--- src/rtl/int_pkg.sv ---
// Shared definitions for the external interrupt controller.
// State encoding and default sizing used by int_controller and prio_enc.
package int_pkg;

    localparam int NUM_IRQ_DEF = 8;
    localparam int IDX_W_DEF   = 3;

    typedef logic [1:0] state_t;

    localparam state_t IDLE    = 2'd0;
    localparam state_t REQ     = 2'd1;
    localparam state_t SERVICE = 2'd2;

endpackage

--- src/rtl/int_controller_prio_enc.sv ---
// Combinational lowest-set-bit encoder; index 0 has the highest priority.
// valid is high whenever any eligible bit is set.
module prio_enc
    import int_pkg::*;
#(
    parameter int NUM_IRQ = NUM_IRQ_DEF,
    parameter int IDX_W   = IDX_W_DEF
) (
    input  logic [NUM_IRQ-1:0] eligible,
    output logic [IDX_W-1:0]   index,
    output logic               valid
);

    // Scan from the top so the lowest set bit is the last one written.
    always_comb begin
        index = '0;
        for (int i = NUM_IRQ - 1; i >= 0; i--) begin
            if (eligible[i]) begin
                index = IDX_W'(i);
            end
        end
    end

    assign valid = |eligible;

endmodule

--- src/rtl/int_controller.sv ---
// External interrupt controller feeding the fetch stage: edge capture,
// masking, fixed priority selection and single-level in-service tracking.
module int_controller
    import int_pkg::*;
#(
    parameter int NUM_IRQ = NUM_IRQ_DEF,
    parameter int IDX_W   = IDX_W_DEF
) (
    input  logic               clk,
    input  logic               rst,
    input  logic [NUM_IRQ-1:0] irq_in,
    input  logic               mask_we,
    input  logic [NUM_IRQ-1:0] mask_wdata,
    input  logic               int_ack,
    input  logic               rti,
    output logic               int_flag,
    output logic [IDX_W-1:0]   int_index,
    output logic               in_service,
    output logic [NUM_IRQ-1:0] pending,
    output logic [NUM_IRQ-1:0] mask
);

    state_t             state;
    state_t             state_nxt;
    logic [NUM_IRQ-1:0] irq_prev;
    logic [NUM_IRQ-1:0] rise;
    logic [NUM_IRQ-1:0] clr;
    logic [NUM_IRQ-1:0] eligible;
    logic [IDX_W-1:0]   sel;
    logic               sel_valid;
    logic               flag_nxt;
    logic               svc_nxt;
    logic [IDX_W-1:0]   idx_nxt;

    assign rise     = irq_in & ~irq_prev;
    assign eligible = pending & ~mask;

    prio_enc #(
        .NUM_IRQ (NUM_IRQ),
        .IDX_W   (IDX_W)
    ) u_prio_enc (
        .eligible (eligible),
        .index    (sel),
        .valid    (sel_valid)
    );

    // Set beats clear when both hit the same bit in one cycle.
    always_ff @(posedge clk or posedge rst) begin
        if (rst) begin
            irq_prev <= '0;
            pending  <= '0;
            mask     <= '0;
        end else begin
            irq_prev <= irq_in;
            pending  <= (pending & ~clr) | rise;
            if (mask_we) begin
                mask <= mask_wdata;
            end
        end
    end

    always_ff @(posedge clk or posedge rst) begin
        if (rst) begin
            state      <= IDLE;
            int_flag   <= 1'b0;
            int_index  <= '0;
            in_service <= 1'b0;
        end else begin
            state      <= state_nxt;
            int_flag   <= flag_nxt;
            int_index  <= idx_nxt;
            in_service <= svc_nxt;
        end
    end

    always_comb begin
        state_nxt = state;
        unique case (state)
            IDLE:    if (sel_valid) state_nxt = REQ;
            REQ:     if (int_ack)   state_nxt = SERVICE;
            SERVICE: if (rti)       state_nxt = IDLE;
            default:                state_nxt = IDLE;
        endcase
    end

    // A request is frozen once raised: no preemption, no withdrawal.
    always_comb begin
        flag_nxt = int_flag;
        idx_nxt  = int_index;
        svc_nxt  = in_service;
        clr      = '0;
        unique case (state)
            IDLE: begin
                if (sel_valid) begin
                    flag_nxt = 1'b1;
                    idx_nxt  = sel;
                end
            end
            REQ: begin
                if (int_ack) begin
                    flag_nxt = 1'b0;
                    svc_nxt  = 1'b1;
                    clr      = NUM_IRQ'(1) << int_index;
                end
            end
            SERVICE: begin
                if (rti) begin
                    svc_nxt = 1'b0;
                end
            end
            default: begin
                flag_nxt = 1'b0;
                svc_nxt  = 1'b0;
            end
        endcase
    end

endmodule
--- config.mk ---
export PLATFORM = sky130hd
export DESIGN_NAME = int_controller
export DESIGN_NICKNAME = d
export VERILOG_FILES = /design/src/rtl/int_pkg.sv /design/src/rtl/int_controller_prio_enc.sv /design/src/rtl/int_controller.sv
export SDC_FILE = /design/constraint.sdc
export NUM_CORES = 1
export LEC_CHECK = 0
export CORE_MARGIN = 2
export CORE_UTILIZATION = 45
export CTS_BUF_LIST = sky130_fd_sc_hd__clkbuf_8
export DETAILED_ROUTE_END_ITERATION = 16
export HOLD_SLACK_MARGIN = 0.1
export PLACE_DENSITY = 0.85
export SLEW_MARGIN = 40
export SYNTH_ARGS = -nofsm -noshare
export SYNTH_HDL_FRONTEND = slang
export SYNTH_HIERARCHICAL = 1
export SYNTH_SLANG_ARGS = --single-unit
--- constraint.sdc ---
create_clock -name clk -period 4.75 [get_ports clk]
set_input_delay 0.475 -clock clk [delete_from_list [all_inputs] [get_ports clk]]
set_output_delay 0.475 -clock clk [all_outputs]
set_load 0.01 [all_outputs]
==> tab_implementation.tex, run 1 <==
\begin{tabular}{lr}
\hline
Metric & Value \\
\hline
\multicolumn{2}{l}{\textbf{Timing}} \\
\quad Final hold violations & 0 \\
\quad Worst max-slew margin expressed relative to the limit & 59.2\% \\
\quad Sum of negative setup slack & 0 ns \\
\quad Number of failing setup endpoints in the final timing report & 0 \\
\quad Clock skew & 0.00332 ns \\
\quad Worst hold-check slack & 0.415 ns \\
\quad Slew @ Worst Pin & 0.610 ns \\
\quad Period Utilization, post-route & 38.0\% \\
\quad Time the worst path needs with I/O delays and setup & 1.81 ns \\
\quad Unrepaired setup endpoints after global routing & no \\
\quad Fmax & 0.553 GHz \\
\quad Count of final max-slew check failures & 0 \\
\multicolumn{2}{l}{\textbf{Worst setup path}} \\
\quad Required time at the endpoint of the critical path & 4.28 ns \\
\quad Worst setup path category & register to primary output \\
\quad Peak per-stage delay on the critical path & 0.59 ns \\
\quad Buffers \& Inverters on Critical Path & 1 \\
\quad Highest fanout seen on the critical path & 7 \\
\quad Slowest-stage cell, CP & clkdlybuf4s50\_1 \\
\quad Cell family with most CP delay & buffers and inverters \\
\quad Critical path capture point type & primary output \\
\quad Series of cell instances along the critical path & clkdlybuf4s50\_1 \\
\quad Crit start category & register \\
\quad Crit path DAT & 1.33 ns \\
\multicolumn{2}{l}{\textbf{Floorplanning}} \\
\quad Die Area & 3310 µm² \\
\quad Number of top-level pins & 42 \\
\quad Starting Density & 47.1\% \\
\quad Floorplan die width & 57.5 µm \\
\quad Number of placement rows & 19 \\
\quad Die Height & 57.5 µm \\
\quad Placeable core region & 2730 µm² \\
\multicolumn{2}{l}{\textbf{Power and ir drop}} \\
\quad Maximum VDD drop & 343 µV \\
\quad Total leakage power & 0.782 nW \\
\quad Pwr per Cell Area & 491 nW/µm² \\
\multicolumn{2}{l}{\textbf{Global route}} \\
\quad Number of antenna violations at the first check in global routing & 0 \\
\quad Wire length of the first global-routing pass & 4430 µm \\
\quad Via count of the first global-routing pass & 957 \\
\quad Total Routing Usage GR & 18.5\% \\
\quad Remaining global-route overflow & 0 \\
\quad Largest net degree at the start of global routing & 32 \\
\multicolumn{2}{l}{\textbf{Placement}} \\
\quad Placed wire-length estimate & 2060 µm \\
\quad Global placement routability congestion & 0.820 \\
\quad Placed inst area & 1730 µm² \\
\quad Port buffer count & 41 \\
\multicolumn{2}{l}{\textbf{Cells and area}} \\
\quad Multi-input gate area in the final layout & 462 µm² \\
\quad Antenna diodes & 0 \\
\quad Number of fill cells in the layout & 210 \\
\quad Area overhead of the layout relative to synthesis & 42.5\% \\
\quad Seq. cell area & 776 µm² \\
\quad Share of cells above drive strength 1 & 13.5\% \\
\quad Final design area excluding fillers & 1830 µm² \\
\quad Commonest non-fill, non-tap cell in the layout & clkdlybuf4s50\_1 \\
\quad Leading cell types in the layout, fill and taps excluded & 41 x clkdlybuf4s50\_1, 31 x dfrtp\_1, 13 x o21ai\_0 \\
\quad Nets & 177 \\
\multicolumn{2}{l}{\textbf{Yosys}} \\
\quad Cells after Synth & 109 \\
\quad Net count after synthesis & 130 \\
\quad Warnings, synthesis & 6 \\
\quad Syn Std Cell Area & 1290 µm² \\
\quad Mean area per synthesized cell & 11.8 µm² \\
\quad Number of synthesized register bits & 31 \\
\quad Number of distinct library cell variants in the gate-level netlist after synthesis & 24 \\
\quad Register area share after synthesis & 60.3\% \\
\multicolumn{2}{l}{\textbf{Clocking}} \\
\quad Clock latency on the worst-skew pair & 0.28 ns \\
\quad Longest Clk Path Bufs & 2 \\
\quad Number of CTS-inserted buffers & 5 \\
\quad Post-CTS clock slew at the launch and capture registers of the worst setup and hold paths & 0.06 ns \\
\quad Number of levels in the clock H-tree & 2 \\
\quad CTS-repair resized insts & 0 \\
\quad \# hold bufs at CTS & 0 \\
\quad Clock tree from TritonCTS & yes \\
\quad Root buffer cell & clkbuf\_8 \\
\quad Sinks on Clock Net & 31 \\
\quad Buffer count from post-CTS setup fixing & 0 \\
\multicolumn{2}{l}{\textbf{Status}} \\
\quad Result of the run & complete, no violations \\
\multicolumn{2}{l}{\textbf{Detailed routing}} \\
\quad DRC & 0 \\
\quad Via count & 955 \\
\quad Post-detailed-route count of antenna-violating nets & 0 \\
\quad Total Routed Length & 2690 µm \\
\quad Iteration-0 DRC count of the detailed router & 14 \\
\quad Average vias per placed instance & 5.11 \\
\quad Average detailed-routed wire length per instance & 14.4 µm \\
\quad Number of iterations in the first detailed-routing pass & 4 \\
\multicolumn{2}{l}{\textbf{Worst hold path}} \\
\quad Min-Delay Path Class & register to register \\
\multicolumn{2}{l}{\textbf{Run}} \\
\quad Total of max-cap violations & 0 \\
\hline
\end{tabular}
==> flip-flops by register name, summed over array words and instances (netlist names) <==
| name | cells |
|---|---|
| irq_prev | 8 |
| int_index | 3 |
| in_service | 1 |
| int_flag | 1 |
| mask | 8 |
| pending | 8 |
| state | 2 |
==> kinds of logic after synthesis <==
group / Yosys count / synth area share (%)
AOI/OAI and AO/OA: 27 / 11.9
buffers and inverters: 13 / 3.89
DFF: 31 / 60.3
muxes: 11 / 10.5
and+or+nand+nor: 27 / 13.5
==> metrics by stage <==
step,util [%],total power [mW],worst slack (ns),cells
3_5_place_dp,63.3,0.667,3.02,180
3_3_place_gp,63.3,0.654,2.97,180
5_1_grt,67.1,0.951,2.91,187
6_report,67.1,0.901,2.94,187
4_1_cts,67.1,0.909,2.94,187
2_1_floorplan,-,0.527,3.19,109
==> where the power goes <==
group | switching [mW] | internal (mW)
sequential | 0.0642 | 0.317
combinational | 0.112 | 0.167
clock | 0.0893 | 0.151
total | 0.265 | 0.636
==> synth_stat cells <==
library cell,n,area share [%]
dfrtp_1,31,60
o21ai_0,13,5.1
inv_1,12,3.5
nor2b_1,9,4.4
mux2_2,8,7.0
nand2_1,5,1.5
nor2_1,4,1.2
o21ai_1,4,1.6
a21oi_1,3,1.2
mux2_4,3,3.5
a21boi_0,2,1.2
nand2b_1,2,0.97
o31ai_1,2,1.2
and3b_1,1,0.68
buf_2,1,0.39
nand2b_4,1,1.1
nand3_1,1,0.39
nand4b_1,1,0.68
nand4bb_1,1,0.87
nor2_4,1,0.87
nor4_2,1,0.97
o21bai_1,1,0.58
o22ai_1,1,0.49
o41ai_1,1,0.68
==> final cells by class <==
| class | count | area share (%) |
|---|---|---|
| sequential | 31 | 42.3 |
| tap | 31 | 2.11 |
| timing repair buffer | 41 | 22.4 |
| inverter | 12 | 2.46 |
| multi-input combinational | 65 | 25.2 |
| clock inverter | 2 | 1.84 |
| clock buffer | 5 | 3.75 |
==> worst paths after layout <==
check	start	endpoint	slack, ns	cells past startpoint
setup / recovery	int_index[1]	int_index[1]	2.94	1
min in group asynchronous	rst	irq_prev[1]	0.59	2
hold reg to reg	irq_prev[6]	pending[6]	0.41	1
max in group asynchronous	rst	pending[4]	3.76	2
setup reg to reg	pending[4]	int_index[1]	3.09	6
hold / removal	irq_prev[6]	pending[6]	0.41	1
==> metal layers <==
layer | routed length (µm) | GRT usage, %
met1 | 1090 | 21.6
met2 | 1410 | 31.0
met3 | 124 | 4.76
met4 | 60 | 9.97
met5 | 0 | 0
Note: power is estimated with default switching activity, not from simulation.
==> run 2, diff against run 1 <==
clock period = 1.8 ns   (was 4.75 ns; I/O delays follow)
==> tab_implementation.tex, run 2 (synthesis gave the netlist of run 1 again) <==
\begin{tabular}{lr}
\hline
Metric & Value \\
\hline
\multicolumn{2}{l}{\textbf{Clocking}} \\
\quad \# hold bufs at CTS & 0 (unchanged) \\
\quad Number of CTS-inserted buffers & 5 (unchanged) \\
\quad Number of levels in the clock H-tree & 2 (unchanged) \\
\quad Clock latency on the worst-skew pair & 0.28 ns (about the same) \\
\quad CTS-repair resized insts & 0 (unchanged) \\
\quad Sinks on Clock Net & 31 (unchanged) \\
\quad Root buffer cell & clkbuf\_8 \\
\quad Buffer count from post-CTS setup fixing & 0 (unchanged) \\
\quad Post-CTS clock slew at the launch and capture registers of the worst setup and hold paths & 0.07 ns (about the same) \\
\quad Longest Clk Path Bufs & 2 (unchanged) \\
\quad Clock tree from TritonCTS & yes \\
\multicolumn{2}{l}{\textbf{Floorplanning}} \\
\quad Floorplan die width & 57.5 µm (unchanged) \\
\quad Starting Density & 47.1\% (unchanged) \\
\quad Placeable core region & 2730 µm² (unchanged) \\
\quad Die Height & 57.5 µm (unchanged) \\
\quad Number of placement rows & 19 (unchanged) \\
\quad Die Area & 3310 µm² (unchanged) \\
\quad Number of top-level pins & 42 (unchanged) \\
\multicolumn{2}{l}{\textbf{Power and ir drop}} \\
\quad Maximum VDD drop & 1150 µV (+240\%) \\
\quad Total power & 2.55 mW (+180\%) \\
\quad Pwr per Cell Area & 1360 nW/µm² (+180\%) \\
\quad Total leakage power & 0.802 nW (+2.6\%) \\
\multicolumn{2}{l}{\textbf{Global route}} \\
\quad Wire length of the first global-routing pass & 4620 µm (+4.2\%) \\
\quad Via count of the first global-routing pass & 1,018 (+6.4\%) \\
\quad Total Routing Usage GR & 19.2\% (+0.68 points) \\
\quad Number of antenna violations at the first check in global routing & 0 (unchanged) \\
\quad Largest net degree at the start of global routing & 32 (unchanged) \\
\quad Remaining global-route overflow & 0 (unchanged) \\
\multicolumn{2}{l}{\textbf{Timing}} \\
\quad Count of final max-slew check failures & 0 (unchanged) \\
\quad Final hold violations & 0 (unchanged) \\
\quad Number of failing setup endpoints in the final timing report & 0 (unchanged) \\
\quad Worst max-slew margin expressed relative to the limit & 73.1\% (+14 points) \\
\quad Slew @ Worst Pin & 0.399 ns (-0.212 ns) \\
\quad Clock skew & 0.00443 ns (+0.00111 ns) \\
\quad Period Utilization, post-route & 92.9\% \\
\quad Unrepaired setup endpoints after global routing & no \\
\quad Fmax & 0.598 GHz \\
\quad Time the worst path needs with I/O delays and setup & 1.67 ns \\
\quad Sum of negative setup slack & 0 ns (unchanged) \\
\multicolumn{2}{l}{\textbf{Worst hold path}} \\
\quad Min-Delay Path Class & input pin to async pin \\
\multicolumn{2}{l}{\textbf{Status}} \\
\quad Result of the run & complete, no violations \\
\multicolumn{2}{l}{\textbf{Detailed routing}} \\
\quad DRC & 0 (unchanged) \\
\quad Via count & 960 (+0.52\%) \\
\quad Total Routed Length & 2760 µm (+2.5\%) \\
\quad Average detailed-routed wire length per instance & 14.6 µm (+1.4\%) \\
\quad Wire length on met3 & 132 µm (+6.5\%) \\
\quad Routed metal-1 wirelength & 1120 µm (+2.3\%) \\
\quad Average vias per placed instance & 5.08 (-0.54\%) \\
\quad Post-detailed-route count of antenna-violating nets & 0 (unchanged) \\
\quad Number of iterations in the first detailed-routing pass & 4 (unchanged) \\
\quad Detailed-routed wire length on met2 & 1470 µm (+4.0\%) \\
\quad Top layer in use & met4 \\
\quad Iteration-0 DRC count of the detailed router & 26 (+12) \\
\multicolumn{2}{l}{\textbf{Worst setup path}} \\
\quad Crit path DAT & 1.84 ns (+0.51 ns) \\
\quad Worst setup path category & register to register \\
\quad Required time at the endpoint of the critical path & 1.96 ns (-2.32 ns) \\
\quad Slowest-stage cell, CP & dfrtp\_1 \\
\quad Peak per-stage delay on the critical path & 0.40 ns (-0.19 ns) \\
\quad Cell family with most CP delay & simple AND/OR/NAND/NOR gates \\
\quad Setup slack, reg-to-reg & 0.13 ns (-2.96 ns) \\
\quad Critical path capture point type & register \\
\quad Crit start category & register \\
\quad Highest fanout seen on the critical path & 3 (-4) \\
\quad Series of cell instances along the critical path & nor2b\_1 -> nor4\_2 -> nand3\_1 -> nand2b\_4 -> nor2\_4 -> mux2\_4 \\
\quad Buffers \& Inverters on Critical Path & 0 (-1) \\
\multicolumn{2}{l}{\textbf{Cells and area}} \\
\quad Commonest non-fill, non-tap cell in the layout & clkdlybuf4s50\_1 \\
\quad Nets & 178 (+0.56\%) \\
\quad Top Registers & irq\_prev (8), mask (8), pending (8) \\
\quad Area overhead of the layout relative to synthesis & 45.4\% \\
\quad Leading cell types in the layout, fill and taps excluded & 41 x clkdlybuf4s50\_1, 31 x dfrtp\_1, 13 x o21ai\_0, 13 x inv\_1, 9 x nor2b\_1 \\
\quad Share of cells above drive strength 1 & 13.9\% (+0.46 points) \\
\quad Antenna diodes & 0 (unchanged) \\
\multicolumn{2}{l}{\textbf{Placement}} \\
\quad Port buffer count & 41 (unchanged) \\
\quad Placed wire-length estimate & 2140 µm (+4.0\%) \\
\quad Global placement routability congestion & 0.875 (+6.7\%) \\
\multicolumn{2}{l}{\textbf{Run}} \\
\quad Total of max-cap violations & 0 (unchanged) \\
\hline
\end{tabular}
-- run 2: final timing paths --
kind | start | to | cells past startpoint
worst max-delay path | pending[4] | int_index[1] | 6
worst min-delay path | rst | pending[0] | 3
worst max register to register | pending[4] | int_index[1] | 6
worst min register to register | irq_prev[0] | pending[0] | 1
max in group asynchronous | rst | mask[5] | 3
min in group clk | irq_in[2] | irq_prev[2] | 1
-- run 2: area by class of cell --
class | instances | area (µm²)
fillers | 208 | 862
flip-flops and latches | 31 | 776
multi-input cells | 65 | 462
repair buffers | 42 | 418
clock buffers | 5 | 68.8
clock inverters | 3 | 63.8
inverters | 12 | 45.0
well taps | 31 | 38.8
-- run 2: layer usage --
layer / global-route usage, % / vias to the layer above
met4: 7.97 / 0
met1: 21.2 / 460
li1: - / 471
met5: 0 / -
met3: 6.35 / 5
met2: 33.6 / 24
-- run 2: power by group --
group | internal, mW | total [mW] | switching (mW)
sequential | 0.837 | 1.00 | 0.167
clock | 0.547 | 0.798 | 0.251
combinational | 0.443 | 0.743 | 0.300
total | 1.83 | 2.55 | 0.718
-- run 2: worst register-to-register path: stages, from the launching register on --
cell and delay [ns]:
dfrtp_1 0.40, nor2b_1 0.17, nor4_2 0.34, nand3_1 0.17, nand2b_4 0.12, nor2_4 0.05, mux2_4 0.31
-- run 2: through the flow --
stage               cells  cell area [µm²]  utilization (%)  setup WS (ns)  hold slack (ns)
floorplan             109             1290                -          0.244            0.211
global placement      181             1740             63.6          0.246            0.395
detailed placement    181             1740             63.6          0.158            0.410
CTS                   189             1870             68.5          0.136            0.281
global route          189             1870             68.5        0.00813            0.299
finish                189             1870             68.5          0.127            0.276
==> run 3, diff against run 2 <==
CELL_PAD_IN_SITES_DETAIL_PLACEMENT = 1   (was unset)
CELL_PAD_IN_SITES_GLOBAL_PLACEMENT = 2   (was unset)
CORE_UTILIZATION = 29   (was 45)
PLACE_DENSITY = 0.87   (was 0.85)
==> tab_implementation.tex, run 3 (synthesis gave the netlist of run 1 again) <==
\begin{tabular}{lr}
\hline
Metric & Value \\
\hline
\multicolumn{2}{l}{\textbf{Clocking}} \\
\quad \# hold bufs at CTS & 0 (unchanged) \\
\quad Number of CTS-inserted buffers & 5 (unchanged) \\
\quad Post-CTS clock slew at the launch and capture registers of the worst setup and hold paths & 0.06 ns (about the same) \\
\quad Number of levels in the clock H-tree & 2 (unchanged) \\
\quad Root buffer cell & clkbuf\_8 \\
\quad Buffer count from post-CTS setup fixing & 0 (unchanged) \\
\quad Longest Clk Path Bufs & 2 (unchanged) \\
\quad Clock latency on the worst-skew pair & 0.28 ns (about the same) \\
\quad Sinks on Clock Net & 31 (unchanged) \\
\quad CTS-repair resized insts & 0 (unchanged) \\
\quad Clock tree from TritonCTS & yes \\
\multicolumn{2}{l}{\textbf{Floorplanning}} \\
\quad Number of placement rows & 24 (+5) \\
\quad Die Height & 70.6 µm (+23\%) \\
\quad Floorplan die width & 70.6 µm (+23\%) \\
\quad Placeable core region & 4320 µm² (+58\%) \\
\quad Number of top-level pins & 42 (unchanged) \\
\quad Starting Density & 29.8\% (-17 points) \\
\quad Die Area & 4990 µm² (+51\%) \\
\multicolumn{2}{l}{\textbf{Worst setup path}} \\
\quad Required time at the endpoint of the critical path & 1.97 ns (about the same) \\
\quad Critical path capture point type & register \\
\quad Slowest-stage cell, CP & dfrtp\_1 \\
\quad Worst Reg2Reg Path Length in Cells & 6 (unchanged) \\
\quad End point of the critical path & int\_index[0] \\
\quad Launching instance or port of the critical path & pending[4] \\
\quad Peak per-stage delay on the critical path & 0.38 ns (-0.02 ns) \\
\quad Highest fanout seen on the critical path & 3 (unchanged) \\
\quad Startpoint of the worst register-to-register path & pending[4] \\
\quad Reg2Reg Capture Point & int\_index[0] \\
\quad Crit path DAT & 1.77 ns (-0.07 ns) \\
\quad Series of cell instances along the critical path & nor2b\_1 -> nor4\_2 -> nand3\_1 -> nand2b\_4 -> nor2\_4 -> mux2\_4 \\
\quad Crit start category & register \\
\quad Setup slack, reg-to-reg & 0.19 ns (+0.06 ns) \\
\quad Worst setup path category & register to register \\
\multicolumn{2}{l}{\textbf{Cells and area}} \\
\quad Leading cell types in the layout, fill and taps excluded & 41 x clkdlybuf4s50\_1, 31 x dfrtp\_1, 13 x o21ai\_0, 13 x inv\_1, 9 x nor2b\_1 \\
\quad Top Registers & irq\_prev (8), mask (8), pending (8) \\
\quad Share of cells above drive strength 1 & 13.9\% (unchanged) \\
\quad Commonest non-fill, non-tap cell in the layout & clkdlybuf4s50\_1 \\
\quad Antenna diodes & 0 (unchanged) \\
\quad Nets & 178 (unchanged) \\
\quad Area overhead of the layout relative to synthesis & 44.9\% \\
\quad Post-layout util & 43.1\% (-25 points) \\
\multicolumn{2}{l}{\textbf{Global route}} \\
\quad Via count of the first global-routing pass & 1,127 (+11\%) \\
\quad Number of antenna violations at the first check in global routing & 0 (unchanged) \\
\quad Wire length of the first global-routing pass & 5660 µm (+23\%) \\
\quad Total Routing Usage GR & 14.6\% (-4.6 points) \\
\quad Remaining global-route overflow & 0 (unchanged) \\
\quad Largest net degree at the start of global routing & 32 (unchanged) \\
\multicolumn{2}{l}{\textbf{Timing}} \\
\quad Worst hold-check slack & 0.280 ns (+0.00420 ns) \\
\quad Unrepaired setup endpoints after global routing & no \\
\quad Period Utilization, post-route & 89.4\% (-3.5 points) \\
\quad Sum of negative setup slack & 0 ns (unchanged) \\
\quad Count of final max-slew check failures & 0 (unchanged) \\
\quad Clock skew & 0.00348 ns (-0.000950 ns) \\
\quad Slew @ Worst Pin & 0.391 ns (-0.00715 ns) \\
\quad Final hold violations & 0 (unchanged) \\
\quad Time the worst path needs with I/O delays and setup & 1.61 ns (-0.0638 ns) \\
\quad Number of failing setup endpoints in the final timing report & 0 (unchanged) \\
\quad Worst max-slew margin expressed relative to the limit & 73.9\% (+0.82 points) \\
\quad Fmax & 0.621 GHz (+4.0\%) \\
\quad Setup WS post-layout & 0.191 ns (+0.0638 ns) \\
\multicolumn{2}{l}{\textbf{Detailed routing}} \\
\quad Average vias per placed instance & 4.62 (-9.0\%) \\
\quad Total Routed Length & 3220 µm (+17\%) \\
\quad Iteration-0 DRC count of the detailed router & 27 (+3.8\%) \\
\quad DRC & 0 (unchanged) \\
\quad Post-detailed-route count of antenna-violating nets & 0 (unchanged) \\
\quad Via count & 971 (+1.1\%) \\
\quad Number of iterations in the first detailed-routing pass & 4 (unchanged) \\
\quad Average detailed-routed wire length per instance & 15.3 µm (+5.0\%) \\
\multicolumn{2}{l}{\textbf{Power and ir drop}} \\
\quad Maximum VDD drop & 386 µV (-66\%) \\
\quad Total leakage power & 0.788 nW (-1.7\%) \\
\quad Pwr per Cell Area & 1260 nW/µm² (-7.1\%) \\
\multicolumn{2}{l}{\textbf{Placement}} \\
\quad Port buffer count & 41 (unchanged) \\
\quad Worst slack, placed & 0.190 ns (+0.0322 ns) \\
\quad Placed wire-length estimate & 2510 µm (+17\%) \\
\quad Global placement routability congestion & 0.804 (-8.1\%) \\
\multicolumn{2}{l}{\textbf{Worst hold path}} \\
\quad Min-Delay Path Class & input pin to async pin \\
\multicolumn{2}{l}{\textbf{Status}} \\
\quad Result of the run & complete, no violations \\
\multicolumn{2}{l}{\textbf{Run}} \\
\quad Total of max-cap violations & 0 (unchanged) \\
\hline
\end{tabular}
-- run 3: cell count changes in the layout (fill, tap and decap cells not counted), sizes merged --
cell,change
bufinv,-2
clkbuf,+2
-- run 3: critical path: cells and delay by family, from the launching register on --
| family | cells | cell delay (ns) |
|---|---|---|
| flip-flops | 1 | 0.38 |
| multiplexers | 1 | 0.30 |
| AND/OR/NAND/NOR | 5 | 0.82 |
-- run 3: cell type report --
| class | instances | area (µm²) |
|---|---|---|
| clock buffer | 7 | 96.3 |
| clock inverter | 1 | 3.75 |
| fill | 490 | 2460 |
| inverter | 12 | 45.0 |
| multi-input combinational | 65 | 462 |
| sequential | 31 | 776 |
| tap | 52 | 65.1 |
| timing repair buffer | 42 | 418 |
-- run 3: worst min-delay path by stage --
stage	start	end	slack [ns]	cells after the start
detailed placement	irq_prev[7]	pending[7]	0.41	1
floorplan	irq_in[0]	irq_prev[0]	0.21	0
finish	rst	irq_prev[1]	0.28	3
CTS	rst	irq_prev[1]	0.30	3
global route	rst	irq_prev[1]	0.31	3
global placement	irq_prev[0]	pending[0]	0.39	1
-- run 3: power breakdown --
| group | internal, mW | switching, mW | total, mW |
|---|---|---|---|
| sequential | 0.837 | 0.173 | 1.01 |
| combinational | 0.443 | 0.313 | 0.756 |
| clock | 0.343 | 0.249 | 0.592 |
| total | 1.62 | 0.735 | 2.36 |
-- run 3: per-layer routing --
layer,routed length (µm),GRT usage [%],part of all wire (%)
met1,1320,17.2,41
met2,1640,24.2,51
met3,221,5.41,6.9
met4,36,5.66,1.1
met5,0,0,0
-- run 3: per-stage QoR --
stage | instances | power (mW) | cell area (µm²)
after floorplan | 109 | 1.39 | 1290
after global placement | 202 | 1.74 | 1770
after CTS | 210 | 2.40 | 1870
after detailed placement | 202 | 1.79 | 1770
final | 210 | 2.36 | 1870
after global routing | 210 | 2.51 | 1870
==> RTL edit, RTL diff (config.mk and constraints of run 1) <==
The package constant `NUM_IRQ_DEF` goes from 8 to 16.
--- a/src/rtl/int_pkg.sv
+++ b/src/rtl/int_pkg.sv
@@ -2,7 +2,7 @@
 // State encoding and default sizing used by int_controller and prio_enc.
 package int_pkg;
 
-    localparam int NUM_IRQ_DEF = 8;
+    localparam int NUM_IRQ_DEF = 16;
     localparam int IDX_W_DEF   = 3;
 
     typedef logic [1:0] state_t;
Ports: changed (resized irq_in, mask, mask_wdata and pending); port bits go from 42 to 74. No check against the original RTL was run, so the function may have changed too.
==> RTL edit against run 1 <==
Cell count is 74% higher. Core utilization is 1.2 points lower. Global-route usage is 1.6 points lower. Sequential cell count is 24 higher. Design area is 71% higher. Routed wire length is 68% higher. Worst setup slack worse by 0.14 ns. Synthesized area is 73% higher. Power is 40% higher. Largest cell class unchanged.
==> RTL edit: results (changes against run 1) <==
stage,metric,value,unit,change
run_status,outcome,finished clean,,
min_path,hold path endpoint,pending[0],,
drt,vias per cell,4.88,,-4.4%
logic_synthesis,syn_nets,218,,+68%
logic_synthesis,mux contribution to synthesized area,0.101,,-0.00428
layout,Fill cells,400,,+90%
place,hpwl dp,3.33,mm,+62%
logic_synthesis,commonest cells in the netlist,"dfrtp_1 (55), inv_1 (22), mux2_2 (19)",,
logic_synthesis,Yosys cell types,25,,+4.2%
layout,ANT cells,0,,unchanged
critical_path,Worst EP arrival,2.13,ns,+0.80 ns
pwr,VDD IR max,0.226,mV,-34%
layout,NumNets Final,295,,+67%
pwr,leakage,1.29,nW,+65%
critical_path,r2r setup slk,2.81,ns,-0.28 ns
clocking,Clock Tree Root,clkbuf_8,,
logic_synthesis,synth warn,6,,unchanged
critical_path,CP top delay family,simple AND/OR/NAND/NOR gates,,
critical_path,reg2reg start,pending[2],,
clocking,maximum root-to-sink buffer count,2,,unchanged
min_path,Hold Startpoint,irq_prev[0],,
global_routing,initial antenna violation count,0,,unchanged
critical_path,cell count of the worst reg-to-reg path,5,,-1
drt,1st-iter DRT viols,61,,+47
layout,post-route insts no fill,326,,+74%
clocking,Post-CTS Setup Inserts,0,,unchanged
critical_path,RR Endpoint,int_index[2],,
drt,DR pass1 iterations,4,,unchanged
critical_path,Slowest cell on crit path,or4_1,,
pwr,sw power,0.358,mW,+35%
logic_synthesis,Compound-Gate Fraction of Synth Area,0.105,,-0.0134
global_routing,global-route wire length before repair,7.05,mm,+59%
global_routing,largest net degree at the start of global routing,56,,+75%
clocking,Skew-Pair Late Insertion Delay,0.30,ns,+0.02 ns
critical_path,"slowest stage delay, CP",0.52,ns,-0.07 ns
min_path,Worst Hold Path Cells,1,,unchanged
critical_path,crit path max fanout,5,,-2
place,Placed Instances,318,,+77%
global_routing,gr usage total,0.169,,-0.0157
timing,worst-margin pin slew,0.790,ns,+0.180 ns
logic_synthesis,"FFs w/ async S/R, synth",1.00,,unchanged
place,global placer's final weighted congestion,0.762,,-7.1%
drt,Avg WL per Cell,13.8,um,-3.9%
layout,largest registers,"irq_prev x16, mask x16, pending x16",,
logic_synthesis,largest cells by area after synthesis,"dfrtp_1 (62%), mux2_2 (9.6%), nor2b_1 (4.5%)",,
logic_synthesis,register area share after synthesis,0.619,,+0.0161
clocking,htree depth,2,,unchanged
logic_synthesis,adder-cell share of the synthesized area,0,,unchanged
timing,Clock Skew,0.00806,ns,+0.00475 ns
place,port bufs,73,,+78%
logic_synthesis,XOR/XNOR share of the synthesized area,0,,unchanged
min_path,Tightest Hold Check Type,reg2reg,,
clocking,"Reg clk slew, reported paths",0.10,ns,+0.04 ns
clocking,CTS Buf Count,5,,unchanged
global_routing,vias in the first global route,1486,,+55%
logic_synthesis,Post-Synthesis Cells,181,,+66%
clocking,PostCTS Resize Cnt,0,,unchanged
layout,layout cells sized above 1,0.120,,-0.0149
RTL edit: cell families after synthesis:
family,after synthesis
buffers and inverters,25
DFF,55
and+or+nand+nor,43
muxes,20
AOI/OAI and AO/OA,38
RTL edit: power groups by stage:
stage                     clock (mW)  combinational, mW  sequential [mW]
after floorplan                    0              0.175            0.612
after global placement             0              0.332            0.611
after detailed placement           0              0.339            0.615
after CTS                      0.323              0.341            0.606
final                          0.317              0.338            0.605
after global routing           0.340              0.371            0.617
RTL edit: worst max-delay path by stage:
| stage | cells past startpoint | slack, ns | from | end |
|---|---|---|---|---|
| 4_1_cts | 5 | 2.80 | pending[2] | int_index[2] |
| 5_1_grt | 5 | 2.70 | pending[2] | int_index[2] |
| 6_report | 5 | 2.81 | pending[2] | int_index[2] |
| 2_1_floorplan | 5 | 2.87 | pending[3] | int_index[0] |
| 3_5_place_dp | 2 | 2.71 | mask_we | mask[15] |
| 3_3_place_gp | 2 | 2.75 | mask_we | mask[2] |
RTL edit: per-layer routing:
metal / part of all wire / GRT usage / routed length [um] / vias to the layer above
met1: 0.44 / 0.230 / 2000 / 769
met3: 0.065 / 0.0474 / 295 / 4
met2: 0.48 / 0.270 / 2170 / 48
met5: 0 / 0 / 0 / -
met4: 0.0098 / 0.0476 / 44 / 0
li1: - / - / - / 770
RTL edit: layout make-up:
type	count	area, um2	area share
clock buffers	6	82.6	0.0264
flip-flops and latches	55	1380	0.439
well taps	67	83.8	0.0268
repair buffers	73	731	0.233
inverters	22	85.1	0.0272
clock inverters	2	35.0	0.0112
multi-input cells	101	738	0.236
RTL edit: metrics by stage:
step	utilization	worst slack, ns	instance area [um2]	hold slack [ns]
finish	0.659	2.81	3130	0.410
global route	0.659	2.70	3130	0.426
CTS	0.659	2.80	3130	0.415
detailed placement	0.634	2.71	3010	0.402
global placement	0.633	2.75	3010	0.394
floorplan	-	2.87	2220	0.392
